--- src/rtl/mem_arbiter_pkg.sv ---
// ---------------------------------------------------------------------------
// mem_arbiter_pkg
//  Shared constants, state encoding and helpers for the memory arbiter that
//  multiplexes the byte-wide RAM/IO port between the fetcher and the LSB.
// ---------------------------------------------------------------------------
package mem_arbiter_pkg;

    localparam int          DATA_WIDTH            = 32;
    localparam logic [31:0] ZERO_DATA             = 32'h0000_0000;
    localparam logic        TRUE                  = 1'b1;
    localparam logic        FALSE                 = 1'b0;

    // Addresses at or above this value are memory-mapped I/O.
    localparam logic [31:0] IO_ADDR_BASE_DEFAULT  = 32'h0003_0000;

    typedef enum logic [1:0] {
        MEM_IDLE  = 2'd0,
        MEM_FETCH = 2'd1,
        MEM_LOAD  = 2'd2,
        MEM_STORE = 2'd3
    } mem_state_e;

    // Number of byte beats for an LSB access; anything other than 1 or 2
    // is handled as a full word.
    function automatic logic [2:0] beat_count(input logic [2:0] size);
        case (size)
            3'd1:    return 3'd1;
            3'd2:    return 3'd2;
            default: return 3'd4;
        endcase
    endfunction

endpackage

--- src/rtl/mem_arbiter.sv ---
// ---------------------------------------------------------------------------
// mem_arbiter
//  Shares the single byte-wide RAM/IO port between the instruction fetcher
//  (32-bit reads) and the LSB (1/2/4-byte loads and stores). Single-cycle
//  requests are latched, each access is serialised into byte beats, and the
//  assembled result is returned with a one-cycle done pulse.
//
// Ports
//  clk, rst            clock / synchronous active-high reset
//  rdy                 low freezes all state; mem_wr is forced low
//  in_fetcher_*        fetch request (pulse + word address)
//  out_fetcher_*       instruction valid pulse + little-endian instruction
//  in_lsb_*            LSB request (pulse, store flag, address, size, data)
//  out_lsb_*           load-data valid / store-complete pulse + load data
//  in_rob_misbranch    flush speculative fetch/load traffic
//  mem_din/dout/a/wr   byte-wide RAM/IO port
//  io_buffer_full      I/O sink cannot take a byte this cycle
//
//  state     | meaning
//  ----------+-------------------------------------------------------------
//  MEM_IDLE  | no access in flight; picks LSB before fetch
//  MEM_FETCH | 4-byte instruction read, abortable by misbranch
//  MEM_LOAD  | 1/2/4-byte data read, abortable by misbranch
//  MEM_STORE | 1/2/4-byte write, committed (ignores misbranch)
// ---------------------------------------------------------------------------
module mem_arbiter
    import mem_arbiter_pkg::*;
#(
    parameter logic [31:0] IO_ADDR_BASE = IO_ADDR_BASE_DEFAULT
) (
    input  logic                  clk,
    input  logic                  rst,
    input  logic                  rdy,

    input  logic                  in_fetcher_ce,
    input  logic [DATA_WIDTH-1:0] in_fetcher_addr,
    output logic                  out_fetcher_ce,
    output logic [DATA_WIDTH-1:0] out_fetcher_instr,

    input  logic                  in_lsb_ce,
    input  logic                  in_lsb_wr,
    input  logic [DATA_WIDTH-1:0] in_lsb_addr,
    input  logic [2:0]            in_lsb_size,
    input  logic [DATA_WIDTH-1:0] in_lsb_data,
    output logic                  out_lsb_ce,
    output logic [DATA_WIDTH-1:0] out_lsb_data,

    input  logic                  in_rob_misbranch,

    input  logic [7:0]            mem_din,
    output logic [7:0]            mem_dout,
    output logic [DATA_WIDTH-1:0] mem_a,
    output logic                  mem_wr,
    input  logic                  io_buffer_full
);

    mem_state_e            state_q, state_d;
    logic [2:0]            cnt_q, cnt_d;

    logic                  fetch_pend_q, fetch_pend_d;
    logic [DATA_WIDTH-1:0] fetch_addr_q, fetch_addr_d;

    logic                  lsb_pend_q, lsb_pend_d;
    logic                  lsb_wr_q, lsb_wr_d;
    logic [DATA_WIDTH-1:0] lsb_addr_q, lsb_addr_d;
    logic [2:0]            lsb_size_q, lsb_size_d;
    logic [DATA_WIDTH-1:0] lsb_data_q, lsb_data_d;

    // Access currently being serialised.
    logic [DATA_WIDTH-1:0] cur_addr_q, cur_addr_d;
    logic [2:0]            cur_len_q, cur_len_d;
    logic [DATA_WIDTH-1:0] cur_data_q, cur_data_d;
    logic [DATA_WIDTH-1:0] buf_q, buf_d;

    logic                  fetch_ce_d, lsb_ce_d;
    logic [DATA_WIDTH-1:0] fetch_instr_d, lsb_rdata_d;

    logic [DATA_WIDTH-1:0] beat_addr;
    logic [1:0]            byte_idx;
    logic [DATA_WIDTH-1:0] capture;
    logic                  io_hold;

    always_ff @(posedge clk) begin
        if (rst) begin
            state_q           <= MEM_IDLE;
            cnt_q             <= 3'd0;
            fetch_pend_q      <= FALSE;
            fetch_addr_q      <= ZERO_DATA;
            lsb_pend_q        <= FALSE;
            lsb_wr_q          <= FALSE;
            lsb_addr_q        <= ZERO_DATA;
            lsb_size_q        <= 3'd0;
            lsb_data_q        <= ZERO_DATA;
            cur_addr_q        <= ZERO_DATA;
            cur_len_q         <= 3'd0;
            cur_data_q        <= ZERO_DATA;
            buf_q             <= ZERO_DATA;
            out_fetcher_ce    <= FALSE;
            out_fetcher_instr <= ZERO_DATA;
            out_lsb_ce        <= FALSE;
            out_lsb_data      <= ZERO_DATA;
        end else if (rdy) begin
            state_q           <= state_d;
            cnt_q             <= cnt_d;
            fetch_pend_q      <= fetch_pend_d;
            fetch_addr_q      <= fetch_addr_d;
            lsb_pend_q        <= lsb_pend_d;
            lsb_wr_q          <= lsb_wr_d;
            lsb_addr_q        <= lsb_addr_d;
            lsb_size_q        <= lsb_size_d;
            lsb_data_q        <= lsb_data_d;
            cur_addr_q        <= cur_addr_d;
            cur_len_q         <= cur_len_d;
            cur_data_q        <= cur_data_d;
            buf_q             <= buf_d;
            out_fetcher_ce    <= fetch_ce_d;
            out_fetcher_instr <= fetch_instr_d;
            out_lsb_ce        <= lsb_ce_d;
            out_lsb_data      <= lsb_rdata_d;
        end
    end

    always_comb begin
        // cnt counts issued addresses; the byte returned for address cnt-1
        // is on mem_din this cycle.
        beat_addr = cur_addr_q + {29'd0, cnt_q};
        byte_idx  = cnt_q[1:0] - 2'd1;
        capture   = buf_q;
        capture[{byte_idx, 3'b000} +: 8] = mem_din;
        io_hold   = (beat_addr >= IO_ADDR_BASE) && io_buffer_full;

        state_d       = state_q;
        cnt_d         = cnt_q;
        fetch_pend_d  = fetch_pend_q;
        fetch_addr_d  = fetch_addr_q;
        lsb_pend_d    = lsb_pend_q;
        lsb_wr_d      = lsb_wr_q;
        lsb_addr_d    = lsb_addr_q;
        lsb_size_d    = lsb_size_q;
        lsb_data_d    = lsb_data_q;
        cur_addr_d    = cur_addr_q;
        cur_len_d     = cur_len_q;
        cur_data_d    = cur_data_q;
        buf_d         = buf_q;
        fetch_ce_d    = FALSE;
        lsb_ce_d      = FALSE;
        fetch_instr_d = out_fetcher_instr;
        lsb_rdata_d   = out_lsb_data;
        mem_a         = ZERO_DATA;
        mem_dout      = 8'h00;
        mem_wr        = FALSE;

        // Misbranch drops speculative requests; a pending store is committed.
        if (in_rob_misbranch) begin
            fetch_pend_d = FALSE;
            if (!lsb_wr_q) begin
                lsb_pend_d = FALSE;
            end
        end

        if (in_fetcher_ce && !in_rob_misbranch) begin
            fetch_pend_d = TRUE;
            fetch_addr_d = in_fetcher_addr;
        end

        if (in_lsb_ce && (in_lsb_wr || !in_rob_misbranch)) begin
            lsb_pend_d = TRUE;
            lsb_wr_d   = in_lsb_wr;
            lsb_addr_d = in_lsb_addr;
            lsb_size_d = in_lsb_size;
            lsb_data_d = in_lsb_data;
        end

        unique case (state_q)
            MEM_IDLE: begin
                // The _d copies include a request arriving this cycle.
                if (lsb_pend_d) begin
                    lsb_pend_d = FALSE;
                    cur_addr_d = lsb_addr_d;
                    cur_len_d  = beat_count(lsb_size_d);
                    cur_data_d = lsb_data_d;
                    buf_d      = ZERO_DATA;
                    cnt_d      = 3'd0;
                    state_d    = lsb_wr_d ? MEM_STORE : MEM_LOAD;
                end else if (fetch_pend_d) begin
                    fetch_pend_d = FALSE;
                    cur_addr_d   = fetch_addr_d;
                    cur_len_d    = 3'd4;
                    buf_d        = ZERO_DATA;
                    cnt_d        = 3'd0;
                    state_d      = MEM_FETCH;
                end
            end

            MEM_FETCH, MEM_LOAD: begin
                if (in_rob_misbranch) begin
                    state_d = MEM_IDLE;
                    cnt_d   = 3'd0;
                end else begin
                    if (cnt_q < cur_len_q) begin
                        mem_a = beat_addr;
                    end
                    if (cnt_q != 3'd0) begin
                        buf_d = capture;
                    end
                    if (cnt_q == cur_len_q) begin
                        // buf was cleared at start, so short loads come out
                        // zero-extended.
                        if (state_q == MEM_FETCH) begin
                            fetch_instr_d = capture;
                            fetch_ce_d    = TRUE;
                        end else begin
                            lsb_rdata_d = capture;
                            lsb_ce_d    = TRUE;
                        end
                        state_d = MEM_IDLE;
                        cnt_d   = 3'd0;
                    end else begin
                        cnt_d = cnt_q + 3'd1;
                    end
                end
            end

            MEM_STORE: begin
                // A blocked I/O beat is simply not issued; cnt stays put.
                if (!io_hold) begin
                    mem_wr   = rdy;
                    mem_a    = beat_addr;
                    mem_dout = cur_data_q[{cnt_q[1:0], 3'b000} +: 8];
                    if (cnt_q == cur_len_q - 3'd1) begin
                        lsb_ce_d = TRUE;
                        state_d  = MEM_IDLE;
                        cnt_d    = 3'd0;
                    end else begin
                        cnt_d = cnt_q + 3'd1;
                    end
                end
            end

            default: begin
                state_d = MEM_IDLE;
            end
        endcase
    end

endmodule

--- config.mk ---
export PLATFORM = sky130hd
export DESIGN_NAME = mem_arbiter
export DESIGN_NICKNAME = d
export VERILOG_FILES = /design/src/rtl/mem_arbiter_pkg.sv /design/src/rtl/mem_arbiter.sv
export SDC_FILE = /design/constraint.sdc
export NUM_CORES = 1
export LEC_CHECK = 0
export ABC_AREA = 1
export ABC_CLOCK_PERIOD_IN_PS = 4900
export CAP_MARGIN = 40
export CORE_MARGIN = 8
export CORE_UTILIZATION = 54
export CTS_CLUSTER_DIAMETER = 200
export DETAILED_ROUTE_END_ITERATION = 16
export GPL_TIMING_DRIVEN = 0
export PLACE_DENSITY = 0.83
export REMOVE_ABC_BUFFERS = 1
export SYNTH_ARGS = -nofsm -noshare
export SYNTH_HDL_FRONTEND = slang
export SYNTH_SLANG_ARGS = --single-unit
--- constraint.sdc ---
create_clock -name clk -period 4.9 [get_ports clk]
set_clock_uncertainty 0.2 [all_clocks]
set_input_delay 1.47 -clock clk [delete_from_list [all_inputs] [get_ports clk]]
set_output_delay 1.47 -clock clk [all_outputs]
set_load 0.03 [all_outputs]
==> results of run 1 <==
[Yosys cell counts, drive strengths merged, types with 2 or more instances]
library cell	number	area share, %
a211oi	76	4.2
a21boi	14	0.78
a21oi	302	12
a22oi	9	0.50
buf	21	0.78
clkbuf	102	2.8
clkinv	2	0.056
dfxtp	272	40
ha	17	1.6
inv	298	8.3
mux2i	34	2.5
nand2	241	6.9
nand3	34	1.3
nand3b	24	1.3
nand4	7	0.32
nor2	195	6.1
nor4	2	0.093
o211ai	34	1.9
o21ai	191	7.1
o22ai	8	0.37
xor2	8	0.52
[flip-flops by register name (all words and copies together), names as in the netlist, 2 cells and up]
| signal | count |
|---|---|
| buf_q | 32 |
| cur_addr_q | 32 |
| cur_data_q | 32 |
| fetch_addr_q | 32 |
| lsb_addr_q | 32 |
| lsb_data_q | 32 |
| out_fetcher_instr | 32 |
| out_lsb_data | 32 |
| cnt_q | 3 |
| cur_len_q | 3 |
| lsb_size_q | 3 |
| state_q | 2 |
[cell families after synthesis]
kind of cell / Yosys count / synth area share, %
XOR/XNOR: 8 / 0.519
multiplexers: 34 / 2.52
flip-flops: 272 / 40.4
buffers and inverters: 423 / 12.0
AND/OR/NAND/NOR: 506 / 16.2
adder cells (fa/ha/maj): 18 / 1.72
AO/OA/AOI/OAI: 638 / 26.8
[placed cells by master, fill, tap and decap left out, drive strengths merged, types with 2 or more instances in the layout]
cell,instances
a21oi,302
a21boi,14
o21ai,191
clkinvlp,6
clkinv,10
xor2,8
nand2,243
o211ai,34
ha,17
mux2i,34
dfxtp,272
nor2,195
clkbuf,40
clkdlybuf4s50,178
inv,296
o22ai,8
buf,109
nand3b,24
diode,3
nor4,2
a22oi,9
nand3,34
bufinv,4
a211oi,76
nand4,7
[final cells by class]
type | count | area (µm²) | area share (%)
Timing Repair inverter | 1 | 7.51 | 0.0416
Timing Repair Buffer | 288 | 3040 | 16.9
Clock inverter | 15 | 194 | 1.07
Clock buffer | 40 | 838 | 4.65
Tap cell | 330 | 413 | 2.29
Sequential cell | 272 | 5460 | 30.2
Antenna cell | 3 | 7.51 | 0.0416
Multi-Input combinational cell | 1206 | 6940 | 38.5
Inverter | 300 | 1140 | 6.32
[path summary, 6_finish.rpt]
check,start,to,slack (ns),cells past startpoint
max,cnt_q[0]$_SDFFE_PP0P_,mem_a[24],-0.31,24
min,cur_data_q[19]$_SDFFE_PP0P_,cur_data_q[19]$_SDFFE_PP0P_,0.25,2
min reg2reg,cur_data_q[19]$_SDFFE_PP0P_,cur_data_q[19]$_SDFFE_PP0P_,0.25,2
max reg2reg,cnt_q[0]$_SDFFE_PP0P_,out_fetcher_instr[11]$_SDFFE_PP0P_,1.01,13
[metal layers]
| layer | track usage (%) | wire length [µm] | share of wire [%] | up-vias |
|---|---|---|---|---|
| met1 | 30.3 | 16600 | 41 | 6310 |
| met5 | 0 | 36 | 0.089 | - |
| met4 | 9.26 | 1380 | 3.4 | 6 |
| met2 | 43.4 | 19300 | 48 | 482 |
| met3 | 6.75 | 3320 | 8.2 | 106 |
| li1 | - | - | - | 6661 |
[what timing repair did]
| action | CTS | global route |
|---|---|---|
| cloned | 2 | 1 |
| buffers inserted | 37 | 8 |
| endpoints found under the setup margin | 65 | 65 |
| pin swaps | 25 | 13 |
| gates resized for setup | 380 | 24 |
[tightest hold or removal path, stage by stage, from the launching register on]
cell and delay (ns):
dfxtp_1 0.31, inv_1 0.05, a21oi_1 0.05
[power by group]
group	internal (µW)	total, µW	switching, µW
Clock	1410	2320	910
Combinational	508	1340	832
Sequential	2390	2490	99.8
Total	4310	6150	1840
[metrics by stage]
| step | util, % | cells | setup WS, ns | hold WS [ns] | TNS (ns) |
|---|---|---|---|---|---|
| 2_1_floorplan | - | 1776 | -5.26 | 0.226 | -729.66 |
| 6_report | 72.5 | 2455 | -0.314 | 0.246 | -8.84 |
| 3_3_place_gp | 62.8 | 2327 | -10.36 | 0.232 | -2076.69 |
| 3_5_place_dp | 64.8 | 2351 | -1.50 | 0.236 | -80.42 |
| 5_1_grt | 72.5 | 2453 | -0.431 | 0.263 | -13.94 |
| 4_1_cts | 71.9 | 2445 | -0.279 | 0.245 | -7.95 |
==> summary.txt, run 1 <==
STA
  • Fin crit share: 106%
  • Final worst slack: -0.314 ns
  • Worst-margin pin slew: ~0.90 ns
  • Pins over their slew limit: 0
  • Setup-failing EPs final: 40
  • Hold Violations, Final: 0
  • RSZ-0062 raised after global routing: yes
  • Max frequency: around 0.19 GHz
  • Relative slew slack: 39.7%
  • Final Critical Period: 5.21 ns

Setup path
  • CP dominant cell by count: buf_4
  • WP data arrival: ~3.5 ns
  • Crit path cell chain: ha_4 > inv_2 > fa_2 > inv_2 > nand2_2 > nand2_2 > nand2_4 > nor2_4 > nand2_2 > nand2_2 > buf_4 > buf_4 > buf_4 > buf_4 > buf_4 > buf_4 > buf_4 > buf_4 > buf_4 > buf_4 > buf_4 > buf_4 > a21oi_4 > buf_6
  • Crit path buffers/inverters: 15
  • Kind of critical path: flip-flop to output pin
  • Crit path max-delay family: buffers and inverters
  • CP required: around 3.2 ns
  • Crit-path max FO: 4
  • Slowest cell on the critical path: dfxtp_4
  • Crit path largest cell delay: between 0.3 and 0.4 ns
  • Setup crit start kind: flip-flop
  • CP endpoint kind: output pin

Route
  • Drt wl/cell: between 15 and 20 µm
  • Routed Antenna Nets: 0
  • Vias per cell: about 5.5
  • Final WL: approximately 41 mm
  • # DRC: 0
  • Drt first pass iters: 5
  • Routed vias: 13565
  • Initial DRC count: 1048

Global routing
  • First-pass GRT wire length: approximately 65 mm
  • All-layer global routing usage: 25.4%
  • Largest net degree at the start of global routing: 81
  • Number of global-route vias before repair: 13069
  • Gr ovfl total: 0
  • Initial antenna violation count: 5

Layout
  • # fillers: ~1900
  • Syn-to-layout area delta: 33.7%
  • Design area: roughly 18000 µm²
  • Nets@finish: about 2200
  • Share of layout cells above drive strength 1: 13.0%

Clock network
  • Inserted Clock Buffers: 30
  • Clock sink total: roughly 270
  • CTS root buf: clkbuf_16
  • CTS tree: done
  • Clk_lat worst skew: 0.55 ns
  • Clock transition at the registers of the reported paths: approximately 0.06 ns
  • Cts hold-fix bufs: 0
  • Clk buf depth: 3
  • H-tree depth: 1

Floorplan
  • IO Pins: 222
  • Std-Cell Rows: 58
  • Initial core utilization: a little over half
  • Die ar.: just over 30000 µm²
  • Die W: about 170 µm
  • Die height: roughly 170 µm
  • Area of the core: about 25000 µm²

Synth
  • Ys async rst share: 0%
  • Mapped cell area: between 10000 and 15000 µm²
  • Synth Warn #: 0
  • Register area share after synthesis: between 40% and 50%
  • Top_reg_cell synth: dfxtp_1
  • Post-synthesis cell type count: 39
  • #FFs+latches synth: 272
  • Syn avg cell area: roughly 7.1 µm²
  • EDFF count, synth: 0
  • Cells after synthesis: 1899

Power
  • Leak: between 0.007 and 0.008 µW
  • PnR Total Power: a little over 6000 µW
  • Worst vdd ir: 308 µV
  • PwrDens: 341 nW/µm²

Flow run
  • Max-cap violations: 0

Placement
  • PortBufs: 221
  • Placed Area: approximately 16000 µm²
  • Global placement routability congestion: 0.898
  • HPWL after DPL: approximately 27 mm

Run status
  • Outcome: finished with violations
  • Violations in the final reports: setup timing

Min path
  • Worst min-delay path class: flip-flop to flip-flop
(Power assumes the default switching activity.)
==> inputs of run 2 (changes only) <==
--- a/config.mk
+++ b/config.mk
@@ -8,7 +8,7 @@
 export ABC_AREA = 1
 export ABC_CLOCK_PERIOD_IN_PS = 4900
 export CAP_MARGIN = 40
-export CORE_MARGIN = 8
+export CORE_MARGIN = 4
 export CORE_UTILIZATION = 54
 export CTS_CLUSTER_DIAMETER = 200
 export DETAILED_ROUTE_END_ITERATION = 16
==> run 2 against run 1 <==
Compared with the run above:
- the flow still finishes with violations (setup timing)
- worst setup slack lost 0.068 ns
- clock power shrank 12%
- non-clock buffer count grew 7
- register-to-register slack gained 0.04 ns
- first-iteration DRC count grew 8.7%
- critical path depth shrank 3
- global-route usage grew 2.0 points
- count of clock-buffer cells in the layout is the same
- wire length shrank 1.3%
- sequential power is essentially flat
- sequential cell count is the same
==> summary.txt, run 2 (synthesis results as in run 1) <==
Placement
  • PortBufs: 221 (unchanged)
  • Global placement routability congestion: 0.922 (+2.6%)
  • HPWL after DPL: 25.9 mm (-3.2%)
  • Worst slack at placement: -1.51 ns (-0.0152 ns)
  • Placed Area: 16100 µm² (-0.40%)

STA
  • RSZ-0062 raised after global routing: yes
  • Final worst slack: -0.382 ns (-0.0679 ns)
  • Relative slew slack: 40.9% (+1.2 points)
  • Fin crit share: 108% (+1.4 points)
  • Pins over their slew limit: 0 (unchanged)
  • Worst-margin pin slew: 0.886 ns (-0.0114 ns)
  • Final hold slack: 0.245 ns (-0.000781 ns)
  • Max frequency: 0.189 GHz (-1.3%)
  • Final Critical Period: 5.28 ns (+0.0679 ns)
  • Setup-failing EPs final: 41 (+2.5%)
  • Hold Violations, Final: 0 (unchanged)

Setup path
  • CP endpoint kind: output pin
  • Kind of critical path: flip-flop to output pin
  • Setup crit start kind: flip-flop
  • Crit-path max FO: 5 (+1)
  • WP data arrival: 3.61 ns (+0.07 ns)
  • CP required: 3.23 ns (about the same)

Floorplan
  • IO Pins: 222 (unchanged)
  • Die ar.: 27600 µm² (-9.0%)
  • Area of the core: 24500 µm² (-1.7%)
  • Std-Cell Rows: 57 (-1.7%)
  • Die W: 166 µm (-4.6%)
  • Initial core utilization: 55.2% (+0.95 points)
  • Die height: 166 µm (-4.6%)

Layout
  • Most frequent cells in the layout: 286 x inv_1, 284 x a21oi_1, 268 x dfxtp_1, 216 x nand2_1, 189 x o21ai_0
  • Share of layout cells above drive strength 1: 12.8% (-0.22 points)
  • Design area: 17900 µm² (-1.0%)
  • # fillers: 1833 (-1.9%)
  • Antenna diode instance count: 0 (-3)
  • Nets@finish: 2238 (+0.27%)
  • Syn-to-layout area delta: 32.4%
  • Most common cell after layout, fill and taps aside: inv_1
  • Layout Utilization: 73.0% (+0.54 points)

Route
  • Initial DRC count: 1139 (+8.7%)
  • Drt first pass iters: 7 (+2)
  • Routed vias: 13660 (+0.70%)
  • Vias per cell: 5.59 (+1.2%)
  • Routed Antenna Nets: 0 (unchanged)
  • # DRC: 0 (unchanged)
  • Final WL: 40.1 mm (-1.3%)
  • Drt wl/cell: 16.4 µm (-0.77%)

Global routing
  • Initial antenna violation count: 4 (-1)
  • Largest net degree at the start of global routing: 88 (+8.6%)
  • Number of global-route vias before repair: 12910 (-1.2%)
  • All-layer global routing usage: 27.4% (+2.0 points)
  • First-pass GRT wire length: 64.9 mm (-0.75%)
  • Gr ovfl total: 0 (unchanged)

Power
  • Leak: 0.00745 µW (-0.59%)
  • PwrDens: 328 nW/µm² (-3.7%)
  • Worst vdd ir: 285 µV (-7.7%)

Clock network
  • CTS tree: done
  • Clock transition at the registers of the reported paths: 0.06 ns (about the same)
  • CTS root buf: clkbuf_16
  • Clock sink total: 272 (unchanged)
  • Clk buf depth: 3 (unchanged)
  • H-tree depth: 1 (unchanged)
  • Clk_lat worst skew: 0.54 ns (about the same)
  • Inserted Clock Buffers: 29 (-3.3%)
  • Cts hold-fix bufs: 0 (unchanged)

Min path
  • Worst min-delay path class: flip-flop to flip-flop

Run status
  • Outcome: finished with violations
  • Violations in the final reports: setup timing

Flow run
  • Max-cap violations: 0 (unchanged)
-- run 2: where the power goes --
part | switching (µW) | internal, µW
clock network | 856 | 1180
logic | 823 | 508
registers | 100 | 2390
-- run 2: layer usage --
layer,GRT usage (%),wire length (µm)
met5,0,61
met2,45.2,18700
met4,9.58,1390
met1,35.7,16800
met3,6.17,3160
-- run 2: path summary, 6_finish.rpt --
kind | start | end | slack (ns) | depth (start not counted)
hold / removal | cur_data_q[3]$_SDFFE_PP0P_ | cur_data_q[3]$_SDFFE_PP0P_ | 0.24 | 2
hold reg to reg | cur_data_q[3]$_SDFFE_PP0P_ | cur_data_q[3]$_SDFFE_PP0P_ | 0.24 | 2
setup reg to reg | cnt_q[0]$_SDFFE_PP0P_ | buf_q[15]$_SDFFE_PP0P_ | 1.05 | 11
setup / recovery | cnt_q[1]$_SDFFE_PP0P_ | mem_a[2] | -0.38 | 21
-- run 2: timing repair --
action / CTS / global route
cloned: 3 / 1
setup endpoints to repair: 41 / 65
buffers inserted: 48 / 6
pin swaps: 26 / 20
gates resized for setup: 353 / 45
-- run 2: per-stage QoR --
step | TNS [ns] | power [µW] | std cells
2_1_floorplan | -729.66 | 3240 | 1776
3_3_place_gp | -2090.13 | 3640 | 2321
3_5_place_dp | -63.00 | 3700 | 2343
4_1_cts | -7.84 | 5830 | 2439
5_1_grt | -15.03 | 6130 | 2443
6_report | -10.91 | 5860 | 2443
-- run 2: worst max-delay path, stage by stage, from the launching register on --
cell	delay [ns]
dfxtp_4	0.38
clkinvlp_4	0.10
fa_2	0.42
inv_4	0.09
nand3_2	0.08
nand2_4	0.13
inv_4	0.05
nor2_4	0.13
nand2_2	0.08
nand2_2	0.10
nand2_1	0.06
nor2_1	0.11
nand2_1	0.08
nor2_2	0.14
nand2_2	0.12
nand2_4	0.11
nand2_8	0.06
o21ai_4	0.18
nand2_4	0.15
clkbuf_16	0.21
nor2_4	0.14
buf_6	0.14
-- run 2: cell type report --
type                            count  area, µm²  area share (%)
Clock inverter                      5       53.8           0.301
Inverter                          300       1140            6.41
Multi-Input combinational cell   1207       6940            38.8
Tap cell                          324        405            2.27
Clock buffer                       40        807            4.52
Timing Repair Buffer              295       3060            17.1
Sequential cell                   272       5460            30.5
==> inputs of run 3 (changes only) <==
--- a/config.mk
+++ b/config.mk
@@ -6,7 +6,7 @@
 export NUM_CORES = 1
 export LEC_CHECK = 0
 export ABC_AREA = 1
-export ABC_CLOCK_PERIOD_IN_PS = 4900
+export ABC_CLOCK_PERIOD_IN_PS = 6700
 export CAP_MARGIN = 40
 export CORE_MARGIN = 4
 export CORE_UTILIZATION = 54
@@ -14,7 +14,6 @@
 export DETAILED_ROUTE_END_ITERATION = 16
 export GPL_TIMING_DRIVEN = 0
 export PLACE_DENSITY = 0.83
-export REMOVE_ABC_BUFFERS = 1
 export SYNTH_ARGS = -nofsm -noshare
 export SYNTH_HDL_FRONTEND = slang
 export SYNTH_SLANG_ARGS = --single-unit
==> constraint.sdc (replaced) <==
create_clock -name clk -period 6.7 [get_ports clk]
set_clock_uncertainty 0.2 [all_clocks]
set_input_delay 2.01 -clock clk [delete_from_list [all_inputs] [get_ports clk]]
set_output_delay 2.01 -clock clk [all_outputs]
set_load 0.03 [all_outputs]
==> run 3 against run 2 <==
Compared with the run above:
- the flow now finishes without violations
- sequential power decreased by 27%
- sequential share of layout area increased by 1.7 points
- wire length increased by 12%
- die area did not move
- power fell by 26%
- sequential cell count stayed put
- worst setup slack improved by 0.63 ns
- register-to-register slack improved by 1.9 ns
- largest power group unchanged
- highest routed layer is now met4
==> summary.txt, run 3 (synthesis results as in run 1) <==
STA
  • Final Critical Period: roughly 6.5 ns
  • Fin crit share: 96.3%
  • Setup-failing EPs final: 0 (-100%)
  • Relative slew slack: 46.6% (+5.7 points)
  • RSZ-0062 raised after global routing: no
  • Setup TNS Final: 0 ns (+10.91 ns)
  • Max frequency: approximately 0.15 GHz
  • Pins over their slew limit: 0 (unchanged)
  • Worst-margin pin slew: 0.801 ns (-0.0843 ns)
  • Hold Violations, Final: 0 (unchanged)

Layout
  • Syn-to-layout area delta: 25.4%
  • Most common cell after layout, fill and taps aside: inv_1
  • Antenna diode instance count: 0 (unchanged)
  • Share of layout cells above drive strength 1: 6.59% (-6.2 points)
  • Most frequent cells in the layout: 294 x inv_1, 286 x a21oi_1, 271 x dfxtp_1, 232 x nand2_1, 189 x o21ai_0
  • Design area: 16900 µm² (-5.2%)
  • # fillers: 2050 (+12%)
  • Nets@finish: 2282 (+2.0%)

Synth
  • Post-Syn Nets: around 2000

Power
  • Switching power: 1330 µW (-26%)
  • PwrDens: 256 nW/µm² (-22%)
  • Clock power share: 37.2% (+2.4 points)
  • Combinational Power Share: 20.8% (-1.9 points)
  • Sequential Power Share: 42.0% (-0.5 points)
  • Internal: 3010 µW (-26%)
  • Leak: 0.00713 µW (-4.3%)
  • Net Sw Frac: 30.6% (+0.19 points)
  • Worst vdd ir: 199 µV (-30%)

Route
  • Drt first pass iters: 6 (-1)
  • Vias per cell: 5.57 (-0.30%)
  • Routed vias: 13898 (+1.7%)
  • Final WL: 45.1 mm (+12%)
  • Initial DRC count: 1407 (+24%)
  • Routed Antenna Nets: 0 (unchanged)
  • # DRC: 0 (unchanged)
  • Drt wl/cell: 18.1 µm (+10%)

Global routing
  • Initial antenna violation count: 1 (-3)
  • Number of global-route vias before repair: 13301 (+3.0%)
  • Largest net degree at the start of global routing: 16 (-82%)
  • First-pass GRT wire length: 70.2 mm (+8.1%)
  • All-layer global routing usage: 30.8% (+3.4 points)
  • Gr ovfl total: 0 (unchanged)

Clock network
  • Clock transition at the registers of the reported paths: 0.06 ns (about the same)
  • Clock sink total: 272 (unchanged)
  • H-tree depth: 1 (unchanged)
  • Inserted Clock Buffers: 27 (-6.9%)
  • Clk buf depth: 3 (unchanged)
  • CTS root buf: clkbuf_16
  • Cts hold-fix bufs: 0 (unchanged)
  • Clk_lat worst skew: 0.55 ns (about the same)
  • CTS tree: done

Floorplan
  • Die height: 166 µm (unchanged)
  • Area of the core: 24500 µm² (unchanged)
  • Die ar.: 27600 µm² (unchanged)
  • Std-Cell Rows: 57 (unchanged)
  • Initial core utilization: 55.2% (unchanged)
  • Die W: 166 µm (unchanged)
  • IO Pins: 222 (unchanged)

Setup path
  • WP data arrival: 4.24 ns (+0.63 ns)
  • Crit-path max FO: 10 (+5)
  • FF-to-FF setup slack: 2.95 ns (+1.90 ns)
  • CP required: 4.49 ns (+1.26 ns)
  • Kind of critical path: flip-flop to output pin
  • Setup crit start kind: flip-flop
  • CP endpoint kind: output pin

Placement
  • PortBufs: 219 (-0.90%)
  • HPWL after DPL: 34.4 mm (+33%)
  • Placed Area: 16100 µm² (+0.24%)
  • Global placement routability congestion: 0.970 (+5.3%)

Run status
  • Outcome: finished, final reports clean

Min path
  • Worst min-delay path class: flip-flop to flip-flop

Flow run
  • Max-cap violations: 0 (unchanged)
## run 3: cell types whose count changed in the layout (fill, tap and decap cells not counted), sizes merged, moves of 3 or more
| cell | before | now |
|---|---|---|
| clkbuf | 41 | 162 |
| buf | 115 | 28 |
| dlygate4sd2 | 0 | 11 |
| bufinv | 1 | 4 |
| clkinvlp | 2 | 5 |
| nand2 | 244 | 241 |
## run 3: per-layer routing
layer  GRT usage, %  part of all wire [%]
met5              0                     0
met4           12.4                   4.5
met3           5.57                   8.0
met2           50.3                    45
met1           40.5                    42
## run 3: cell type report
cell class	instances	area [µm²]	area share [%]
Sequential cell	272	5450	32.2
Clock buffer	37	763	4.51
Buffer	123	495	2.93
Inverter	300	1130	6.68
Multi-Input combinational cell	1204	6440	38.0
Tap cell	324	405	2.40
Clock inverter	12	185	1.09
Timing Repair Buffer	221	2060	12.2
## run 3: repair_timing
item                       4_1_cts  5_1_grt
resized for setup               79       50
setup endpoints to repair       41       40
setup buffers                    0        1
## run 3: final timing paths
check                                   from                           endpoint  cells after the start
setup / recovery       cnt_q[1]$_SDFFE_PP0P_                           mem_a[1]                     23
setup reg to reg       cnt_q[0]$_SDFFE_PP0P_  out_fetcher_instr[9]$_SDFFE_PP0P_                      9
hold reg to reg   cur_data_q[0]$_SDFFE_PP0P_         cur_data_q[0]$_SDFFE_PP0P_                      2
hold / removal    cur_data_q[0]$_SDFFE_PP0P_         cur_data_q[0]$_SDFFE_PP0P_                      2
## run 3: critical path: stages (launching register included)
cell             delay, ns
dfxtp_4               0.40
clkbuf_4              0.21
clkbuf_4              0.23
clkinvlp_4            0.14
fa_1                  0.45
inv_1                 0.10
nand2_1               0.07
nand2_1               0.09
nand2_2               0.13
nor2_4                0.19
nand2_1               0.07
nand2_1               0.08
nand2_1               0.05
nor2_1                0.11
nand2_1               0.06
nor2_1                0.12
nand2_2               0.13
nand2_2               0.12
nand2_4               0.11
o21ai_2               0.11
nand2_4               0.12
buf_6                 0.18
nor2_2                0.09
clkdlybuf4s15_2       0.30
## run 3: power by group through the flow
stage          registers (µW)  clock network, µW  logic (µW)
6_report                 1820               1610         901
3_5_place_dp             1850                  0         873
3_3_place_gp             1850                  0         856
5_1_grt                  1840               1690         986
2_1_floorplan            1880                  0         520
4_1_cts                  1820               1620         882
## run 3: metrics by stage
stage                     std cells  hold slack, ns  total power [µW]  utilization (%)  setup slack (ns)
after floorplan                1899           0.224              2400                -              1.12
after global placement         2442           0.233              2710             65.8            -0.389
after detailed placement       2443           0.236              2730             65.8            -0.357
after CTS                      2492           0.247              4320             69.7           0.00222
after global routing           2493           0.271              4510             69.2           0.00427
final                          2493           0.246              4340             69.2             0.247
